File: src/rtl/hh_neuron_scheduler.sv
// hh_neuron_scheduler: walks N_NEURONS virtual Hodgkin-Huxley neurons through
// one shared ionic-current datapath per network timestep. Membrane potential,
// refractory counters and input currents are held here; the datapath only
// returns I_ion for the V it is given.
module hh_neuron_scheduler #(
  parameter int N_NEURONS = 4,
  parameter int DT_SHIFT = 10,
  parameter logic signed [15:0] V_REST = -16'sd65,
  parameter logic signed [15:0] V_THRESH = 16'sd30,
  parameter int REFRAC_STEPS = 2,
  localparam int IDX_W = (N_NEURONS > 1) ? $clog2(N_NEURONS) : 1
) (
  input  logic                        clock,
  input  logic                        reset,
  input  logic [15:0]                 dt,
  input  logic                        step_req,
  output logic                        step_busy,
  output logic                        step_done,
  output logic [N_NEURONS-1:0]        spike_vec,
  input  logic                        cfg_we,
  input  logic [IDX_W-1:0]            cfg_idx,
  input  logic signed [15:0]          cfg_current,
  output logic                        dp_valid,
  input  logic                        dp_ready,
  output logic [IDX_W-1:0]            dp_idx,
  output logic signed [15:0]          dp_v,
  input  logic                        dp_resp_valid,
  input  logic signed [15:0]          dp_i_ion,
  output logic signed [15:0]          v_out
);

  // A counter wide enough to hold REFRAC_STEPS; one bit minimum when disabled.
  localparam int RW = (REFRAC_STEPS > 0) ? $clog2(REFRAC_STEPS + 1) : 1;
  localparam logic [IDX_W-1:0] LAST_IDX = IDX_W'(N_NEURONS - 1);
  localparam logic [RW-1:0] REFRAC_LOAD = RW'(REFRAC_STEPS);
  localparam logic [N_NEURONS-1:0] ONE_HOT0 = {{(N_NEURONS-1){1'b0}}, 1'b1};

  typedef enum logic [2:0] {S_IDLE, S_ISSUE, S_WAIT, S_UPDATE, S_DONE} state_t;

  state_t                       r_state;
  state_t                       w_state_next;
  logic [15:0]                  r_dt;
  logic [IDX_W-1:0]             r_idx;
  logic signed [15:0]           r_i_ion;
  logic [N_NEURONS-1:0]         r_spike_work;
  logic [N_NEURONS-1:0]         r_spike_vec;
  logic signed [15:0]           r_v_out;

  logic signed [15:0]           r_v      [N_NEURONS];
  logic [RW-1:0]                r_refrac [N_NEURONS];
  logic signed [15:0]           r_i_in   [N_NEURONS];

  logic signed [15:0]           w_v_cur;
  logic signed [15:0]           w_i_in_cur;
  logic                         w_refr_cur;
  logic                         w_refr_nxt;
  logic                         w_is_last;
  logic [IDX_W-1:0]             w_idx_inc;
  logic signed [16:0]           w_diff;
  logic signed [32:0]           w_prod;
  logic signed [32:0]           w_delta;
  logic signed [33:0]           w_sum;
  logic signed [15:0]           w_sat;
  logic signed [15:0]           w_v_new;
  logic                         w_spike;
  logic                         w_new_spike;
  logic [N_NEURONS-1:0]         w_spike_bits;
  logic [N_NEURONS-1:0]         w_upd_hit;
  logic [N_NEURONS-1:0]         w_cfg_hit;

  // Per-neuron select lines: which neuron is being updated / configured.
  genvar gi;
  generate
    for (gi = 0; gi < N_NEURONS; gi++) begin : g_sel
      assign w_upd_hit[gi] = (r_state == S_UPDATE) && (r_idx == IDX_W'(gi));
      assign w_cfg_hit[gi] = cfg_we && (cfg_idx == IDX_W'(gi));
    end
  endgenerate

  assign w_v_cur    = r_v[r_idx];
  assign w_i_in_cur = r_i_in[r_idx];
  assign w_refr_cur = (r_refrac[r_idx] != '0);
  assign w_is_last  = (r_idx == LAST_IDX);
  assign w_idx_inc  = r_idx + 1'b1;
  // Only consulted when r_idx is not the last neuron, so the index is in range.
  assign w_refr_nxt = (r_refrac[w_idx_inc] != '0);

  // Euler step: V += ((I_in - I_ion) * dt) >>> DT_SHIFT, carried wide enough
  // that no intermediate can wrap before the final saturation.
  assign w_diff  = $signed({w_i_in_cur[15], w_i_in_cur}) - $signed({r_i_ion[15], r_i_ion});
  assign w_prod  = $signed({{16{w_diff[16]}}, w_diff}) * $signed({17'd0, r_dt});
  assign w_delta = w_prod >>> DT_SHIFT;
  assign w_sum   = $signed({{18{w_v_cur[15]}}, w_v_cur}) + $signed({w_delta[32], w_delta});

  // Clamp the integrated potential into the signed 16-bit range.
  always_comb begin
    w_sat = w_sum[15:0];
    if (w_sum > 34'sd32767) begin
      w_sat = 16'sh7FFF;
    end else if (w_sum < -34'sd32768) begin
      w_sat = 16'sh8000;
    end
  end

  assign w_spike      = (w_sat >= V_THRESH);
  assign w_new_spike  = !w_refr_cur && w_spike;
  assign w_v_new      = (w_refr_cur || w_spike) ? V_REST : w_sat;
  assign w_spike_bits = r_spike_work | (w_new_spike ? (ONE_HOT0 << r_idx) : '0);

  // State register.
  always_ff @(posedge clock or posedge reset) begin
    if (reset) begin
      r_state <= S_IDLE;
    end else begin
      r_state <= w_state_next;
    end
  end

  // Next-state and Moore outputs; refractory neurons bypass the datapath.
  always_comb begin
    w_state_next = r_state;
    step_busy    = 1'b1;
    step_done    = 1'b0;
    dp_valid     = 1'b0;
    case (r_state)
      S_IDLE: begin
        step_busy = 1'b0;
        if (step_req) begin
          w_state_next = (r_refrac[0] != '0) ? S_UPDATE : S_ISSUE;
        end
      end
      S_ISSUE: begin
        dp_valid = 1'b1;
        if (dp_ready) begin
          w_state_next = S_WAIT;
        end
      end
      S_WAIT: begin
        if (dp_resp_valid) begin
          w_state_next = S_UPDATE;
        end
      end
      S_UPDATE: begin
        if (w_is_last) begin
          w_state_next = S_DONE;
        end else begin
          w_state_next = w_refr_nxt ? S_UPDATE : S_ISSUE;
        end
      end
      S_DONE: begin
        step_done    = 1'b1;
        w_state_next = S_IDLE;
      end
      default: begin
        w_state_next = S_IDLE;
      end
    endcase
  end

  // Step bookkeeping: dt latch, neuron index, captured I_ion, spike results.
  always_ff @(posedge clock or posedge reset) begin
    if (reset) begin
      r_dt         <= '0;
      r_idx        <= '0;
      r_i_ion      <= '0;
      r_spike_work <= '0;
      r_spike_vec  <= '0;
      r_v_out      <= V_REST;
    end else begin
      case (r_state)
        S_IDLE: begin
          if (step_req) begin
            r_dt         <= dt;
            r_idx        <= '0;
            r_spike_work <= '0;
          end
        end
        S_WAIT: begin
          if (dp_resp_valid) begin
            r_i_ion <= dp_i_ion;
          end
        end
        S_UPDATE: begin
          r_v_out      <= w_v_new;
          r_spike_work <= w_spike_bits;
          // Publish the spike vector as DONE is entered so it is valid with step_done.
          if (w_is_last) begin
            r_spike_vec <= w_spike_bits;
          end else begin
            r_idx <= w_idx_inc;
          end
        end
        default: begin
        end
      endcase
    end
  end

  // Per-neuron membrane, refractory and input-current state.
  always_ff @(posedge clock or posedge reset) begin
    if (reset) begin
      for (int i = 0; i < N_NEURONS; i++) begin
        r_v[i]      <= V_REST;
        r_refrac[i] <= '0;
        r_i_in[i]   <= '0;
      end
    end else begin
      for (int i = 0; i < N_NEURONS; i++) begin
        if (w_cfg_hit[i]) begin
          r_i_in[i] <= cfg_current;
        end
        if (w_upd_hit[i]) begin
          r_v[i] <= w_v_new;
          if (w_refr_cur) begin
            r_refrac[i] <= r_refrac[i] - 1'b1;
          end else if (w_spike) begin
            r_refrac[i] <= REFRAC_LOAD;
          end
        end
      end
    end
  end

  assign spike_vec = r_spike_vec;
  assign dp_idx    = r_idx;
  assign dp_v      = w_v_cur;
  assign v_out     = r_v_out;

endmodule

File: config.mk
export PLATFORM = sky130hd
export DESIGN_NAME = hh_neuron_scheduler
export DESIGN_NICKNAME = d
export VERILOG_FILES = /design/src/rtl/hh_neuron_scheduler.sv
export SDC_FILE = /design/constraint.sdc
export NUM_CORES = 1
export LEC_CHECK = 0
export CORE_MARGIN = 2
export CORE_UTILIZATION = 57
export DETAILED_ROUTE_END_ITERATION = 10
export PLACE_DENSITY = 0.79
export SLEW_MARGIN = 15
export SYNTH_ARGS = -nofsm -noshare
export SYNTH_HDL_FRONTEND = slang
export SYNTH_SLANG_ARGS = --single-unit
File: constraint.sdc
create_clock -name clock -period 10.8 [get_ports clock]
set_clock_uncertainty 0.2 [all_clocks]
set_input_delay 2.16 -clock clock [delete_from_list [all_inputs] [get_ports clock]]
set_output_delay 2.16 -clock clock [all_outputs]
set_load 0.005 [all_outputs]
## After elaboration in Yosys (flattened, before gate mapping)

Index checks and enable logic that the tools add are counted.

- Output and inout bits: 41
- Word-level logic and storage cells: 115
- Register bits: 197

- Multiplexer cells: 36
- Equal/unequal tests: 14
- Bitwise logic cells: 3
- Add/subtract/negate cells: 7
- Shift-type cells: 1
- Reduce and logical (&&, ||, !) cells: 29
- Order comparisons: 5
- $mul: 1

Operators with widths:

| cell | count |
|---|---|
| $mux W16 | 7 |
| $bmux W16 S2 | 2 |
| $mul A17 B17 Y33 | 1 |
| $mux W2 | 13 |
| $add A16 B23 Y24 | 1 |
| $gt A24 B16 Y1 const B | 1 |
| $lt A24 B16 Y1 const B | 1 |
| $sub A16 B16 Y17 | 1 |
| $ge A16 B6 Y1 const B | 1 |
| $reduce_and A2 Y1 | 8 |
| $mux W3 | 4 |
| $pmux W3 S4 | 1 |
| $reduce_bool A2 Y1 | 5 |
| $logic_and A1 B1 Y1 | 9 |
| $bmux W2 S2 | 2 |
| $eq A2 B2 Y1 const B | 4 |
| $mux W4 | 2 |
| $ne A2 B2 Y1 const B | 4 |
| $pmux W4 S2 | 1 |
| $sub A2 B1 Y2 const B | 4 |
| $eq A3 B2 Y1 const B | 2 |
| $ge A3 B3 Y1 const B | 2 |
| $not A2 Y3 | 2 |
| $reduce_and A3 Y1 | 2 |
| other kinds (12) | 16 |

## Logic depth before layout (Yosys ltp)

- Word-level depth: 15
- Gate-level depth with buffers: 53
- Depth with buffers taken out: 48

## Least setup slack after synthesis

No wires, ideal clock.

- Path type: reg-to-reg
- From: reg r_idx[0] (netlist: dp_idx[0])
- To: reg r_v[5] (netlist name)
- Library setup time: 0.077 ns
- Buffers on the path: 6
- Path slack: -1.233 ns
- Data required time: 10.523 ns
- Cell stages (with the launch flop): 49
- Arrival time: 11.756 ns
- Period minus slack after synthesis: 12.033 ns
- Cell sequence: dfrtp_1 > clkbuf_1 > clkbuf_1 > clkbuf_1 > mux4_2 > fa_1 > a21o_1 > a21oi_1 > o21ai_0 > a21oi_1 > o21ai_0 > a211oi_1 > nor2_1 > nor2_1 > xnor2_1 > clkbuf_1 > and2_1 > fa_1 > [13 not listed] > nor2b_1 > o41a_1 > o211ai_1 > nand2_1 > o32a_1 > xor2_1 > ha_1 > clkbuf_1 > and3_1 > nand2_1 > or4_1 > a211oi_2 > or3_1 > nand2_1 > nor4_4 > buf_4 > o21ai_0 > a31oi_1

- Longest elaborated chain between the ends: 13

RTL lines:

| what | RTL line | text |
|---|---|---|
| start, declared | 43 | `logic [IDX_W-1:0] r_idx;` |
| start signal, assigned | 190 | `r_idx <= w_idx_inc;` |
| $not A2 Y3 (not written as such) | 80, 81, 82 |  |
| $bmux W16 S2 | 81 | `assign w_i_in_cur = r_i_in[r_idx];` |
| $mux W16 (not written as such) (2 in series) | 81 |  |
| $sub A16 B16 Y17 | 90 | `assign w_diff = $signed({w_i_in_cur[15], w_i_in_cur}) - $signed({r_i_ion[15], r_i_ion});` |
| $mul A17 B17 Y33 | 91 | `assign w_prod = $signed({{16{w_diff[16]}}, w_diff}) * $signed({17'd0, r_dt});` |
| $add A16 B23 Y24 | 93 | `assign w_sum = $signed({{18{w_v_cur[15]}}, w_v_cur}) + $signed({w_delta[32], w_delta});` |
| $lt A24 B16 Y1 | 100 | `end else if (w_sum < -34'sd32768) begin` |
| $mux W16 | 100 |  |
| $mux W16 | 98 | `if (w_sum > 34'sd32767) begin` |
| $ge A16 B6 Y1 | 105 | `assign w_spike = (w_sat >= V_THRESH);` |
| $logic_or A1 B1 Y1 | 107 | `assign w_v_new = (w_refr_cur \|\| w_spike) ? V_REST : w_sat;` |
| $mux W16 | 107 |  |
| end signal, assigned by index | 213 | `r_v[i] <= w_v_new;` |
| end, declared | 49 | `logic signed [15:0] r_v [N_NEURONS];` |

Several ways; a longest one is shown, not always the timed one. The select of a mux whose other input is x is not followed.
A chain may end at the register's enable or synchronous reset.

## Final worst setup path

- From: reg r_idx[1] (netlist: dp_idx[1])
- To: reg r_v[28] (netlist name)

The elaborated chain is that of the path after synthesis.

==> results.rst <==
.. list-table::
   :header-rows: 1

   * - Metric
     - Value
   * - Outcome
     - complete, but fails checks
   * - Violations in the final reports
     - negative setup slack
   * - Total via count in the routed design
     - between 15000 and 20000
   * - Netlist cell types
     - 76
   * - Minimum clock period after layout
     - between 10 and 15 ns
   * - Setup TNS
     - -47.59 ns
   * - Cell area after placement
     - ~25000 um^2
   * - Max-cap violations
     - 0
   * - DRC violation total after the first TritonRoute iteration
     - between 1000 and 1500
   * - Wire length of the first global-routing pass
     - between 90 and 100 mm
   * - Largest net degree at the start of global routing
     - between 100 and 150
   * - Crit Path Category
     - flip-flop to flip-flop
   * - Fmax
     - a little under 0.09 GHz
   * - Count of nets left with antenna violations after detail routing
     - 0
   * - End of the worst register-to-register path
     - r_v[28]
   * - Pins over their slew limit
     - 0
   * - Number of global-route vias before repair
     - about 18000
   * - Max-Slew Margin vs Limit
     - between 20% and 30%
   * - Number of placed I/O pins
     - 97
   * - Cell Rows
     - 71
   * - Setup slack of the worst register-to-register path
     - -0.59 ns
   * - Number of synthesized register bits
     - 197
   * - Via density
     - ~5.9
   * - Delay contributed by the slowest stage of the critical path
     - 0.56 ns
   * - Cell count of the worst reg-to-reg path
     - between 50 and 60
   * - Stages on worst setup path
     - 52
   * - Final clock period utilization by the worst path
     - 105%
   * - First-pass DRT Iterations
     - 6
   * - Part of the Yosys area used for sequential elements
     - between 20% and 30%
   * - Mean routed wirelength per cell
     - about 20 um
   * - Unrepaired setup endpoints after global routing
     - true
   * - Crit path max fanout
     - 6
   * - Number of buffers inserted during clock tree synthesis
     - 17
   * - Post-Syn Instances
     - around 2300
   * - Netlist area before placement
     - about 22000 um^2
   * - Placed wire-length estimate after detailed placement
     - between 40 and 50 mm
   * - Area share of the leading cell type in the synthesized netlist
     - between 20% and 30%
   * - Area of the die
     - between 30000 and 40000 um^2
   * - Buffer and inverter count on the worst path
     - 16
   * - List of most frequent post-synthesis cells
     - 395 x sky130_fd_sc_hd__inv_1, 300 x sky130_fd_sc_hd__nand2_1, 274 x sky130_fd_sc_hd__fa_1, 129 x sky130_fd_sc_hd__ha_1, 122 x sky130_fd_sc_hd__dfrtp_1
   * - Nets@finish
     - ~3000
   * - Yosys warnings
     - 0
   * - Cell family with most CP delay
     - adder cells
   * - Final-report hold violation count
     - 0
   * - Total gr overflow
     - 0
   * - Type of the tightest min-delay check
     - flip-flop to flip-flop
   * - Wirelength, routed
     - slightly above 60 mm
   * - Sinks on Clock Net
     - between 150 and 200
   * - Number of failing setup endpoints in the final timing report
     - between 90 and 100
   * - Clock slew at the register clock pins of the worst setup and hold paths
     - 0.08 ns
   * - Top post-synthesis cells by area
     - sky130_fd_sc_hd__fa_1 25%, sky130_fd_sc_hd__dfrtp_1 14%, sky130_fd_sc_hd__dfstp_2 9.1%
   * - Mapped Avg Cell Area
     - ~9.4 um^2
   * - Startpoint of the worst-slack reg-to-reg timing path
     - dp_idx[1]
   * - Async SR Flop Fraction
     - 100%
   * - Required time of the critical path
     - 10.96 ns
   * - Main synth FF type
     - sky130_fd_sc_hd__dfrtp_1
   * - Weighted congestion at the end of routability-driven global placement
     - 0.924
   * - Starting density of the core
     - 57.6%
   * - CTS root buffer
     - sky130_fd_sc_hd__clkbuf_16
   * - Syn_nets
     - between 2000 and 3000
   * - Crit path max-delay cell type
     - sky130_fd_sc_hd__fa_1
   * - Area taken by multi-input logic gates
     - 15500 um^2
   * - Later-pin clock latency in the skew report
     - about 0.46 ns
   * - Post-detailed-route DRC marker count
     - 0
   * - Die W
     - ~200 um
   * - Layout fillers
     - ~2600
   * - TritonCTS clock tree
     - built
   * - Antenna violations before repair
     - 1
   * - Crit start category
     - flip-flop
   * - Total number of H-tree levels
     - 4
   * - Hold_buf cts
     - 0
   * - Area taken by flip-flops and latches
     - just over 5000 um^2
   * - Worst slew pin tran
     - roughly 1.1 ns
   * - Count of buffers from port buffering
     - between 90 and 100
   * - Final design area excluding fillers
     - approximately 27000 um^2
   * - Global-route total usage across every layer
     - roughly 30%
   * - Count of flip-flops with a built-in enable after synthesis
     - 0
   * - Signal arrival time at the worst endpoint
     - 11.55 ns
   * - Final setup margin
     - -0.589 ns
   * - Ratio of cells with drive above 1 in the final layout
     - between 20% and 30%
   * - Most frequent cell after synthesis
     - sky130_fd_sc_hd__inv_1
   * - Synth area leader
     - sky130_fd_sc_hd__fa_1
   * - Synthesis-to-finish area growth
     - 23.3%
   * - Worst setup EP type
     - flip-flop
   * - Critical Path End
     - r_v[28]
   * - Clock Path Buffers
     - 2
   * - Launching element of the worst setup path
     - dp_idx[1]
   * - Vertical die dimension
     - 199 um
   * - Std-Cell Core Area
     - around 37000 um^2
==> tightest hold or removal path: cells and delay by family (launching register included) <==
family	cells	cell delay (ns)
AOI/OAI and AO/OA	1	0.05
DFF	1	0.37
and+or+nand+nor	1	0.04
==> cell type report <==
class / instances / share of cell area [%]
diodes: 1 / 0.00940
repair buffers: 377 / 12.7
flip-flops and latches: 197 / 18.9
clock buffers: 17 / 1.60
multi-input cells: 1582 / 58.2
well taps: 511 / 2.40
inverters: 395 / 5.60
clock inverters: 15 / 0.606
==> worst min-delay path by stage <==
| stage | startpoint | endpoint | slack, ns | depth (start not counted) |
|---|---|---|---|---|
| 3_5_place_dp | r_v[63] | r_v[63] | 0.27 | 2 |
| 6_report | r_v[31] | r_v[31] | 0.27 | 2 |
| 3_3_place_gp | r_v[63] | r_v[63] | 0.26 | 2 |
| 2_1_floorplan | r_spike_work[0] | r_spike_work[0] | 0.25 | 2 |
| 4_1_cts | r_v[31] | r_v[31] | 0.29 | 2 |
| 5_1_grt | r_v[31] | r_v[31] | 0.29 | 2 |
==> placed cells by master, fill, tap and decap left out, types with 75 or more instances in the layout <==
master	count
sky130_fd_sc_hd__fa_1	271
sky130_fd_sc_hd__inv_1	382
sky130_fd_sc_hd__buf_4	246
sky130_fd_sc_hd__nand2_1	291
sky130_fd_sc_hd__and2_1	100
sky130_fd_sc_hd__ha_1	117
sky130_fd_sc_hd__clkdlybuf4s50_1	96
sky130_fd_sc_hd__dfstp_2	75
sky130_fd_sc_hd__nor2_1	116
sky130_fd_sc_hd__dfrtp_1	120
==> metal layers <==
metal / share of wire (%) / global-route usage, % / wire, um
met4: 4.7 / 13.3 / 2830
met3: 8.2 / 6.66 / 4980
met2: 49 / 50.2 / 30100
met5: 0 / 0 / 0
met1: 38 / 38.7 / 23000
==> state kept, by name, indices dropped and copies added, names as in the netlist <==
signal,cells
r_v,64
r_state,3
r_i_ion,16
r_dt,16
r_spike_work,4
r_i_in,64
spike_vec,4
v_out,16
r_refrac,8
dp_idx,2
==> cell families (layout without fill, tap and decap cells) <==
| logic type | after synthesis | after routing | synth area share, % |
|---|---|---|---|
| compound gates | 333 | 333 | 9.99 |
| xor+xnor | 55 | 55 | 2.23 |
| fa+ha+maj | 403 | 403 | 32.9 |
| buf+inv | 520 | 804 | 9.20 |
| flops | 197 | 197 | 23.3 |
| mux | 110 | 110 | 7.42 |
| other cells | 0 | 1 | 0 |
| simple gates | 681 | 681 | 15.0 |
==> metrics by stage <==
stage	hold WS (ns)	std cells	utilization, %	worst slack [ns]
2_1_floorplan	0.250	2299	-	0.0117
3_3_place_gp	0.263	3009	65.7	-0.345
3_5_place_dp	0.269	3009	65.7	-0.501
4_1_cts	0.290	3063	68.4	-0.327
5_1_grt	0.293	3094	71.0	-0.948
6_report	0.268	3095	71.0	-0.589
==> what timing repair did <==
item | CTS | global route
endpoints found under the setup margin | 96 | 96
gates cloned | 0 | 10
resized for setup | 77 | 135
buffers inserted | 23 | 23
hold endpoints to repair | 0 | 0
pin swaps | 40 | 79
Power is left out: the tool's default activity adds up to more than one toggle a clock period on the data nets, which glitch-free logic cannot reach.
